`src/rtl/ram_initiator.sv`:
```
// ram_initiator: single-request initiator for a CE-strobed synchronous RAM.
// A request is latched onto the RAM pins on acceptance. CE rises after
// SETUP_CYC clocks, stays high for HOLD_CYC clocks, then falls. One
// recovery clock follows before returning to idle. Read data is captured
// from q on the edge that drops CE. Every output comes straight from a flop.
module ram_initiator #(
   parameter int ADDR_W    = 10,
   parameter int DATA_W    = 18,
   parameter int SETUP_CYC = 1,
   parameter int HOLD_CYC  = 1
) (
   input  logic              clk,
   input  logic              rst_n,
   input  logic              req_valid,
   output logic              req_ready,
   input  logic              req_we,
   input  logic [ADDR_W-1:0] req_addr,
   input  logic [DATA_W-1:0] req_wdata,
   output logic              rsp_valid,
   output logic [DATA_W-1:0] rsp_rdata,
   output logic              busy,
   output logic [ADDR_W-1:0] mem_address,
   output logic [DATA_W-1:0] mem_data,
   output logic              mem_we,
   output logic              mem_ce,
   input  logic [DATA_W-1:0] mem_q
);

   localparam logic [1:0] ST_IDLE    = 2'd0;
   localparam logic [1:0] ST_SETUP   = 2'd1;
   localparam logic [1:0] ST_STROBE  = 2'd2;
   localparam logic [1:0] ST_RECOVER = 2'd3;

   // The counter is loaded with N-1 so that a phase lasts exactly N clocks.
   localparam logic [7:0] SETUP_LOAD = 8'(SETUP_CYC - 1);
   localparam logic [7:0] HOLD_LOAD  = 8'(HOLD_CYC - 1);

   logic [1:0]        state_reg;
   logic [7:0]        count_reg;
   logic              req_ready_reg;
   logic              busy_reg;
   logic              rsp_valid_reg;
   logic [DATA_W-1:0] rsp_rdata_reg;
   logic [ADDR_W-1:0] mem_address_reg;
   logic [DATA_W-1:0] mem_data_reg;
   logic              mem_we_reg;
   logic              mem_ce_reg;

   logic accept;
   logic count_zero;

   // req_ready is only ever high in IDLE, so this also implies the IDLE state.
   assign accept     = req_valid && req_ready_reg;
   assign count_zero = (count_reg == 8'd0);

   // Sequencer: state, phase counter, handshake flags and the CE strobe.
   always_ff @(posedge clk or negedge rst_n) begin
      if (!rst_n) begin
         state_reg     <= ST_IDLE;
         count_reg     <= 8'd0;
         req_ready_reg <= 1'b0;
         busy_reg      <= 1'b0;
         mem_ce_reg    <= 1'b0;
      end else begin
         case (state_reg)
            ST_IDLE: begin
               mem_ce_reg <= 1'b0;
               if (accept) begin
                  state_reg     <= ST_SETUP;
                  count_reg     <= SETUP_LOAD;
                  req_ready_reg <= 1'b0;
                  busy_reg      <= 1'b1;
               end else begin
                  req_ready_reg <= 1'b1;
                  busy_reg      <= 1'b0;
               end
            end
            ST_SETUP: begin
               if (count_zero) begin
                  mem_ce_reg <= 1'b1;
                  count_reg  <= HOLD_LOAD;
                  state_reg  <= ST_STROBE;
               end else begin
                  count_reg <= count_reg - 8'd1;
               end
            end
            ST_STROBE: begin
               if (count_zero) begin
                  mem_ce_reg <= 1'b0;
                  state_reg  <= ST_RECOVER;
               end else begin
                  count_reg <= count_reg - 8'd1;
               end
            end
            ST_RECOVER: begin
               state_reg     <= ST_IDLE;
               req_ready_reg <= 1'b1;
               busy_reg      <= 1'b0;
            end
            default: begin
               state_reg     <= ST_IDLE;
               count_reg     <= 8'd0;
               req_ready_reg <= 1'b0;
               busy_reg      <= 1'b0;
               mem_ce_reg    <= 1'b0;
            end
         endcase
      end
   end

   // RAM address/data/WE: loaded only on the accept edge, held otherwise.
   always_ff @(posedge clk or negedge rst_n) begin
      if (!rst_n) begin
         mem_address_reg <= '0;
         mem_data_reg    <= '0;
         mem_we_reg      <= 1'b0;
      end else if (accept) begin
         mem_address_reg <= req_addr;
         mem_data_reg    <= req_wdata;
         mem_we_reg      <= req_we;
      end
   end

   // Read response: capture q on the CE-falling edge, at least one clock after CE rose.
   always_ff @(posedge clk or negedge rst_n) begin
      if (!rst_n) begin
         rsp_valid_reg <= 1'b0;
         rsp_rdata_reg <= '0;
      end else begin
         rsp_valid_reg <= 1'b0;
         if (state_reg == ST_STROBE && count_zero && !mem_we_reg) begin
            rsp_valid_reg <= 1'b1;
            rsp_rdata_reg <= mem_q;
         end
      end
   end

   assign req_ready   = req_ready_reg;
   assign busy        = busy_reg;
   assign rsp_valid   = rsp_valid_reg;
   assign rsp_rdata   = rsp_rdata_reg;
   assign mem_address = mem_address_reg;
   assign mem_data    = mem_data_reg;
   assign mem_we      = mem_we_reg;
   assign mem_ce      = mem_ce_reg;

endmodule

```
`config.mk`:
```
export PLATFORM = sky130hd
export DESIGN_NAME = ram_initiator
export DESIGN_NICKNAME = d
export VERILOG_FILES = /design/src/rtl/ram_initiator.sv
export SDC_FILE = /design/constraint.sdc
export NUM_CORES = 1
export LEC_CHECK = 0
export CORE_MARGIN = 4
export CORE_UTILIZATION = 45
export DETAILED_ROUTE_END_ITERATION = 10
export GPL_TIMING_DRIVEN = 0
export PLACE_DENSITY = 0.82
export SYNTH_ARGS = -nofsm -noshare
export SYNTH_HDL_FRONTEND = slang
export SYNTH_SLANG_ARGS = --single-unit
```
`constraint.sdc`:
```
create_clock -name clk -period 4 [get_ports clk]
set_input_delay 0.8 -clock clk [delete_from_list [all_inputs] [get_ports clk]]
set_output_delay 0.8 -clock clk [all_outputs]
set_load 0.03 [all_outputs]
```
**Yosys cells after proc, flatten, opt, wreduce, memory -nomap -nowiden**

Index checks and enable logic that the tools add are counted.

- Flip-flop bits (word level): 61
- Input port bits: 50
- Output and inout port bits: 51
- Logic and storage cells: 45

- Add/sub/neg operators: 1
- Equality and inequality tests: 7
- Muxes and demuxes: 16
- Reductions and logical operators: 11

Operator list:

| kind | number |
|---|---|
| $mux W8 | 3 |
| $pmux W8 S3 | 1 |
| $reduce_and A3 Y1 | 3 |
| $logic_not A8 Y1 | 1 |
| $ne A2 B2 Y1 const B | 4 |
| $pmux W2 S4 | 1 |
| $sub A8 B1 Y8 const B | 1 |
| $mux W2 | 3 |
| $mux W1 | 5 |
| $eq A2 B2 Y1 const B | 2 |
| $pmux W1 S2 | 2 |
| $logic_and A1 B1 Y1 | 3 |
| $pmux W1 S3 | 1 |
| $reduce_bool A3 Y1 | 1 |
| $eq A2 B1 Y1 const B | 1 |
| $logic_not A2 Y1 | 1 |
| $reduce_bool A2 Y1 | 1 |
| $logic_not A1 Y1 | 1 |

**Depth between registers and ports, before layout**

Gate-level depths: netlist of run 1.

- Word-level depth: 4
- Gate-level depth with buffers: 7
- Gate-level depth less buffers: 6

**Worst setup path after synthesis of run 1**

No wires, ideal clock.

- Kind: input to register
- Start point: input req_valid
- End point: register count_reg[5]
- Setup time: 87 ps
- Arrival: 1951 ps
- Required time: 3913 ps
- Path slack: 1962 ps
- Cell stages on the path: 4
- Buffers on the path: 0
- Cells stage by stage: a21boi_1 > a311o_1 > or4_1 > a22oi_1

- Longest elaborated chain between the ends: 3

RTL lines:

| what | line | text |
|---|---|---|
| start, declared | 14 | `input logic req_valid,` |
| $logic_and A1 B1 Y1 | 53 | `assign accept = req_valid && req_ready_reg;` |
| $ne A2 B2 Y1 (no line) | - |  |
| $reduce_and A3 Y1 (no line) | - |  |
| end signal, assigned | 84 | `count_reg <= count_reg - 8'd1;` |
| end signal, assigned | 92 | `count_reg <= count_reg - 8'd1;` |
| end, declared | 39 | `logic [7:0] count_reg;` |

Every way passes these cells.
A chain may end at the register's enable or synchronous reset.

**Final worst setup path of run 1**

Same ends and word-level chain as after synthesis.

==> results of run 1 <==
==> Yosys cell counts <==
master,number,share of area
dfrtp_1,61,0.60
a311o_1,1,0.0039
a311oi_1,1,0.0034
mux2i_1,1,0.0039
a21boi_0,1,0.0029
nor3b_2,1,0.0049
mux2_1,9,0.040
clkbuf_1,3,0.0044
o22ai_1,1,0.0024
ha_1,7,0.034
nor4_4,1,0.0083
or4_1,2,0.0059
o31ai_1,2,0.0059
inv_1,8,0.012
a221oi_1,1,0.0034
or2_2,2,0.0049
a22oi_1,5,0.015
a21o_1,1,0.0029
nand4_1,2,0.0049
a31oi_1,1,0.0024
a21oi_1,2,0.0039
o21ai_1,1,0.0020
o21ai_0,4,0.0078
nand3_1,3,0.0059
nor2_1,9,0.013
nor2_4,1,0.0044
a21o_2,1,0.0034
nor3_1,1,0.0020
mux2_2,40,0.18
a21boi_1,1,0.0029
or3_1,1,0.0024
nand2_1,4,0.0059
or3_2,2,0.0059
buf_6,1,0.0044
==> per-layer routing <==
metal,share of wire,track usage,vias up
met5,0,0,-
met4,0.0096,0.0731,0
met3,0.078,0.0573,5
met2,0.48,0.263,69
met1,0.43,0.203,903
li1,-,-,878
==> worst max-delay path, delay by kind of cell <==
family | cells | cell delay, ns
buf+inv | 1 | 0.50
simple gates | 1 | 0.53
compound gates | 3 | 0.75
==> power breakdown <==
group | internal [uW] | total, uW | switching (uW)
combinational | 118 | 223 | 105
sequential | 646 | 660 | 14.1
clock | 336 | 557 | 221
==> stage by stage <==
step	utilization	worst slack [ns]	hold WS [ns]	power (uW)	cells
CTS	0.704	1.67	0.489	1460	371
finish	0.704	1.65	0.484	1440	371
floorplan	-	1.96	0.473	767	182
global placement	0.663	0.142	0.468	893	354
global route	0.704	1.59	0.501	1510	371
detailed placement	0.666	1.34	0.473	898	355
==> cell families after synthesis <==
family,count (synthesis),synth area share
flip-flops,61,0.596
buffers and inverters,12,0.0205
multiplexers,50,0.219
AND/OR/NAND/NOR,29,0.0683
adder cells (fa/ha/maj),7,0.0342
AO/OA/AOI/OAI,23,0.0620
==> path summary, 6_finish.rpt <==
kind                                 end  cells past startpoint  slack, ns
setup / recovery            count_reg[5]                      5       1.65
max in group asynchronous  rsp_rdata[14]                      2       2.92
min in group asynchronous   rsp_rdata[3]                      1       0.49
hold / removal             rsp_rdata[10]                      1       0.48
setup reg to reg           rsp_rdata[14]                      7       1.86
hold reg to reg            rsp_rdata[10]                      1       0.48
==> layout make-up <==
cell class              instances  share of cell area
repair buffers                101               0.262
flip-flops and latches         61               0.394
plain buffers                   4             0.00581
clock buffers                  12              0.0426
inverters                       8             0.00774
clock inverters                 4              0.0116
well taps                      72              0.0232
multi-input cells             109               0.254
==> metrics.md, run 1 <==
| Metric | Value |
|---|---|
| Final period util | 0.587 |
| CP Launch Point | req_valid |
| Worst Path Arrival | 2.58 ns |
| Worst EP required | 4.23 ns |
| Ant diodes | 0 |
| Initial antenna violation count | 0 |
| Setup Buffers After CTS | 0 |
| Synthesis-to-layout area growth | 51.4% |
| I/O pin cnt | 101 |
| Cell row count | 27 |
| HP Class | flop to flop |
| Post-route cell area | 3880 um^2 |
| #FFs+latches synth | 61 |
| Reg2Reg Launch Point | count_reg[0] |
| Slew Limit Fails | 0 |
| Cell Area, Synth | 2560 um^2 |
| Vias | 1,855 |
| Most frequent cells in the layout | clkdlybuf4s50_1, dfrtp_1, mux2_2 |
| FMAX | 426 MHz |
| Clock Path Buffers | 2 |
| Later-pin clock latency in the skew report | 0.32 ns |
| Max Cap Viol | 0 |
| Critical Path End Type | flop |
| Core ar. | 5510 um^2 |
| First-pass GRT wire length | 9250 um |
| CP max FO | 9 |
| Tmin final | 2.35 ns |
| Post-Syn Nets | 239 |
| Unrepaired setup endpoints after global routing | false |
| Worst path slowest cell | or4_1 |
| Vias in the first global route | 1,958 |
| Pwr dens | 371 nW/um^2 |
| Critical Path Source Type | primary input |
| Starting density of the core | 0.465 |
| Gr ovfl total | 0 |
| WS Path Type | primary input to flop |
| TritonCTS buffer count | 9 |
| Post-synthesis sequential area ratio | 0.596 |
| Final count of negative-setup-slack endpoints | 0 |
| FF+latch area | 1530 um^2 |
| Nets | 351 |
| 1st-iter DRT viols | 84 |
| Max IR drop VDD | 0.294 mV |
| # fillers | 395 |
| WL/cell | 14.9 um |
| Static Leak | 0.00171 uW |
| Slew Limit Headroom | 0.580 |
| Crit path largest cell delay | 0.53 ns |
| Synth Instances | 182 |
| Cell Area, Placed | 3670 um^2 |
| Post-synth cell types | 34 |
| Multi-input logic area | 983 um^2 |
| Most common cell after layout, fill and taps aside | clkdlybuf4s50_1 |
| CTS sink count | 61 |
| HP Start | rsp_rdata[10] |
| Setup TNS | 0 ns |
| GRT Overall Usage | 0.165 |
| Final Routed Wirelength | 5520 um |
| IO buf count | 100 |
| Worst Skew | 0.00603 ns |
| CTS tree | built |
| Clock H-tree levels | 3 |
| Drt first pass iters | 4 |
| Hold Fails Final Rpt | 0 |
| Vias/cell | 5.00 |
| Post-CTS Hold Buffers | 0 |
| Routability cong. | 0.842 |
| Die ar. | 6970 um^2 |
| Post-route DRC | 0 |
| Mapped Avg Cell Area | 14.1 um^2 |
| CP cell instances | clkdlybuf4s50_1 > a21boi_1 > a311o_1 > or4_1 > a22oi_1 |
| Root Buffer | clkbuf_8 |
| Die Ht | 83.5 um |
| Post-DRT Antenna Nets | 0 |
| Layout cells sized above 1 | 0.224 |
| # resized after CTS | 0 |
| Worst-path clk slew | 0.06 ns |
| Worst Tran Pin Value | 0.631 ns |
| Largest net degree at the start of global routing | 37 |
| Outcome | completed |
| Die W | 83.5 um |
| Ys Warns | 0 |
| Dpl hpwl | 4110 um |
No activity file was read; power rests on OpenSTA's default activity.
==> run 2: changes to the inputs <==
--- a/config.mk
+++ b/config.mk
@@ -6,10 +6,10 @@
 export NUM_CORES = 1
 export LEC_CHECK = 0
 export CORE_MARGIN = 4
-export CORE_UTILIZATION = 45
+export CORE_UTILIZATION = 43
 export DETAILED_ROUTE_END_ITERATION = 10
 export GPL_TIMING_DRIVEN = 0
-export PLACE_DENSITY = 0.82
+export PLACE_DENSITY = 0.79
 export SYNTH_ARGS = -nofsm -noshare
 export SYNTH_HDL_FRONTEND = slang
 export SYNTH_SLANG_ARGS = --single-unit
==> constraint.sdc (replaced) <==
create_clock -name clk -period 2.19 [get_ports clk]
set_input_delay 0.438 -clock clk [delete_from_list [all_inputs] [get_ports clk]]
set_output_delay 0.438 -clock clk [all_outputs]
set_load 0.03 [all_outputs]
==> metrics.md, run 2 (synthesized netlist as in run 1, its figures left out) <==
| Metric | Value |
|---|---|
| Worst Skew | 0.00816 ns (+0.00213 ns) |
| GRT Overall Usage | 0.168 (+0.00288) |
| Worst Tran Pin Value | 0.749 ns (+0.119 ns) |
| Ant diodes | 0 (unchanged) |
| Sequential share of power | 0.486 (+0.027) |
| Most frequent cells in the layout | clkdlybuf4s50_1, dfrtp_1, mux2_2 |
| Unrepaired setup endpoints after global routing | false |
| Final cell count without fillers | 376 (+1.3%) |
| Crit path largest cell delay | 0.41 ns (-0.12 ns) |
| CP max FO | 10 (+1) |
| Cell row count | 27 (unchanged) |
| P_int | 1850 uW (+68%) |
| Vias/cell | 5.04 (+0.74%) |
| Vias | 1,894 (+2.1%) |
| Tot Pwr | 2480 uW (+72%) |
| Post-DRT Antenna Nets | 0 (unchanged) |
| Slew Limit Headroom | 0.501 (-0.0791) |
| Starting density of the core | 0.454 (-0.0111) |
| Slew Limit Fails | 0 (unchanged) |
| Static Leak | 0.00173 uW (+1.0%) |
| Final core occ | 0.692 (-0.0127) |
| Final count of negative-setup-slack endpoints | 0 (unchanged) |
| Worst EP required | 2.40 ns (-1.83 ns) |
| Largest net degree at the start of global routing | 33 (-11%) |
| HP Class | primary input to async pin |
| Drt first pass iters | 4 (unchanged) |
| Post-route DRC | 0 (unchanged) |
| CTS sink count | 61 (unchanged) |
| Clock H-tree levels | 3 (unchanged) |
| Die Ht | 85.2 um (+2.1%) |
| Later-pin clock latency in the skew report | 0.33 ns (about the same) |
| NetSw | 632 uW (+86%) |
| Synthesis-to-layout area growth | 52.3% |
| 1st-iter DRT viols | 98 (+17%) |
| WL/cell | 15.5 um (+4.4%) |
| Nets | 358 (+2.0%) |
| R2R Setup Slk | 0.14 ns (-1.72 ns) |
| Core ar. | 5640 um^2 (+2.5%) |
| WS Path Type | flop to flop |
| Pwr dens | 636 nW/um^2 (+71%) |
| FMAX | 487 MHz |
| TritonCTS buffer count | 9 (unchanged) |
| Routability cong. | 0.888 (+5.5%) |
| Final Routed Wirelength | 5840 um (+5.8%) |
| Root Buffer | clkbuf_8 |
| Initial antenna violation count | 0 (unchanged) |
| Vias in the first global route | 1,969 (+0.56%) |
| IO buf count | 100 (unchanged) |
| Clock Path Buffers | 2 (unchanged) |
| Setup TNS | 0 ns (unchanged) |
| Layout cells sized above 1 | 0.243 (+0.0193) |
| Buffer and inverter count on the worst path | 2 (+1) |
| Critical Path Source Type | flop |
| Critical Path End Type | flop |
| Max Cap Viol | 0 (unchanged) |
| Tmin final | 2.05 ns |
| Die ar. | 7260 um^2 (+4.2%) |
| First-pass GRT wire length | 9520 um (+2.9%) |
| Outcome | completed |
| Most common cell after layout, fill and taps aside | clkdlybuf4s50_1 |
| CP cell instances | inv_1 > ha_1 > nor3b_4 > nand3_1 > nor2_4 > buf_6 > mux2_1 |
| Hold Fails Final Rpt | 0 (unchanged) |
| Die W | 85.2 um (+2.1%) |
| Placed cells | 355 (unchanged) |
| I/O pin cnt | 101 (unchanged) |
| Switch share | 0.254 (+0.0180) |
| Comb pwr share | 0.164 (+0.009) |
| CTS tree | built |
| Gr ovfl total | 0 (unchanged) |
| Clock power share | 0.350 (-0.037) |
| Dpl hpwl | 4340 um (+5.4%) |
| Crit-path leading delay family | simple AND/OR/NAND/NOR gates |
| Worst path slowest cell | dfrtp_1 |
| Worst-path clk slew | 0.07 ns (about the same) |
| Worst Path Arrival | 2.26 ns (-0.32 ns) |
| Final period util | 0.938 |
| Max IR drop VDD | 0.478 mV (+63%) |
[run 2: per-stage QoR]
stage	hold WS, ns	worst slack, ns	instance area [um^2]
2_1_floorplan	0.142	0.277	2560
3_3_place_gp	0.467	-1.33	3650
3_5_place_dp	0.478	-0.0964	3670
4_1_cts	0.191	0.0114	3830
5_1_grt	0.234	0.00556	3900
6_report	0.170	0.136	3900
[run 2: area by class of cell]
class / count / area [um^2]
fillers: 414 / 1740
flip-flops and latches: 61 / 1530
repair buffers: 108 / 1070
multi-input cells: 109 / 1000
clock buffers: 12 / 155
well taps: 72 / 90.1
inverters: 8 / 30.0
plain buffers: 4 / 22.5
clock inverters: 2 / 10.0
[run 2: layer usage]
layer,wire [um],global-route usage,vias up
li1,-,-,886
met5,0,0,-
met3,474,0.0650,8
met4,68,0.0633,0
met2,2830,0.276,69
met1,2460,0.199,931
[run 2: worst paths after layout]
path,depth (start not counted),startpoint,to
worst max-delay path,7,count_reg[0],rsp_rdata[10]
worst min-delay path,1,rst_n,rsp_rdata[2]
worst max register to register,7,count_reg[0],rsp_rdata[10]
worst min register to register,1,rsp_rdata[12],rsp_rdata[12]
max in group asynchronous,2,rst_n,mem_data[10]
min in group clk,1,rsp_rdata[12],rsp_rdata[12]
[run 2: power groups by stage]
stage | Sequential [uW] | Combinational [uW] | Clock [uW]
floorplan | 1340 | 64.3 | 0
global placement | 1230 | 406 | 0
detailed placement | 1230 | 414 | 0
CTS | 1210 | 416 | 887
global route | 1210 | 432 | 934
finish | 1210 | 408 | 869
[run 2: what timing repair did]
item	4_1_cts	5_1_grt
setup endpoints to repair	0	10
hold buffers	0	0
resized for setup	0	4
hold endpoints to repair	0	0
setup buffers	0	7
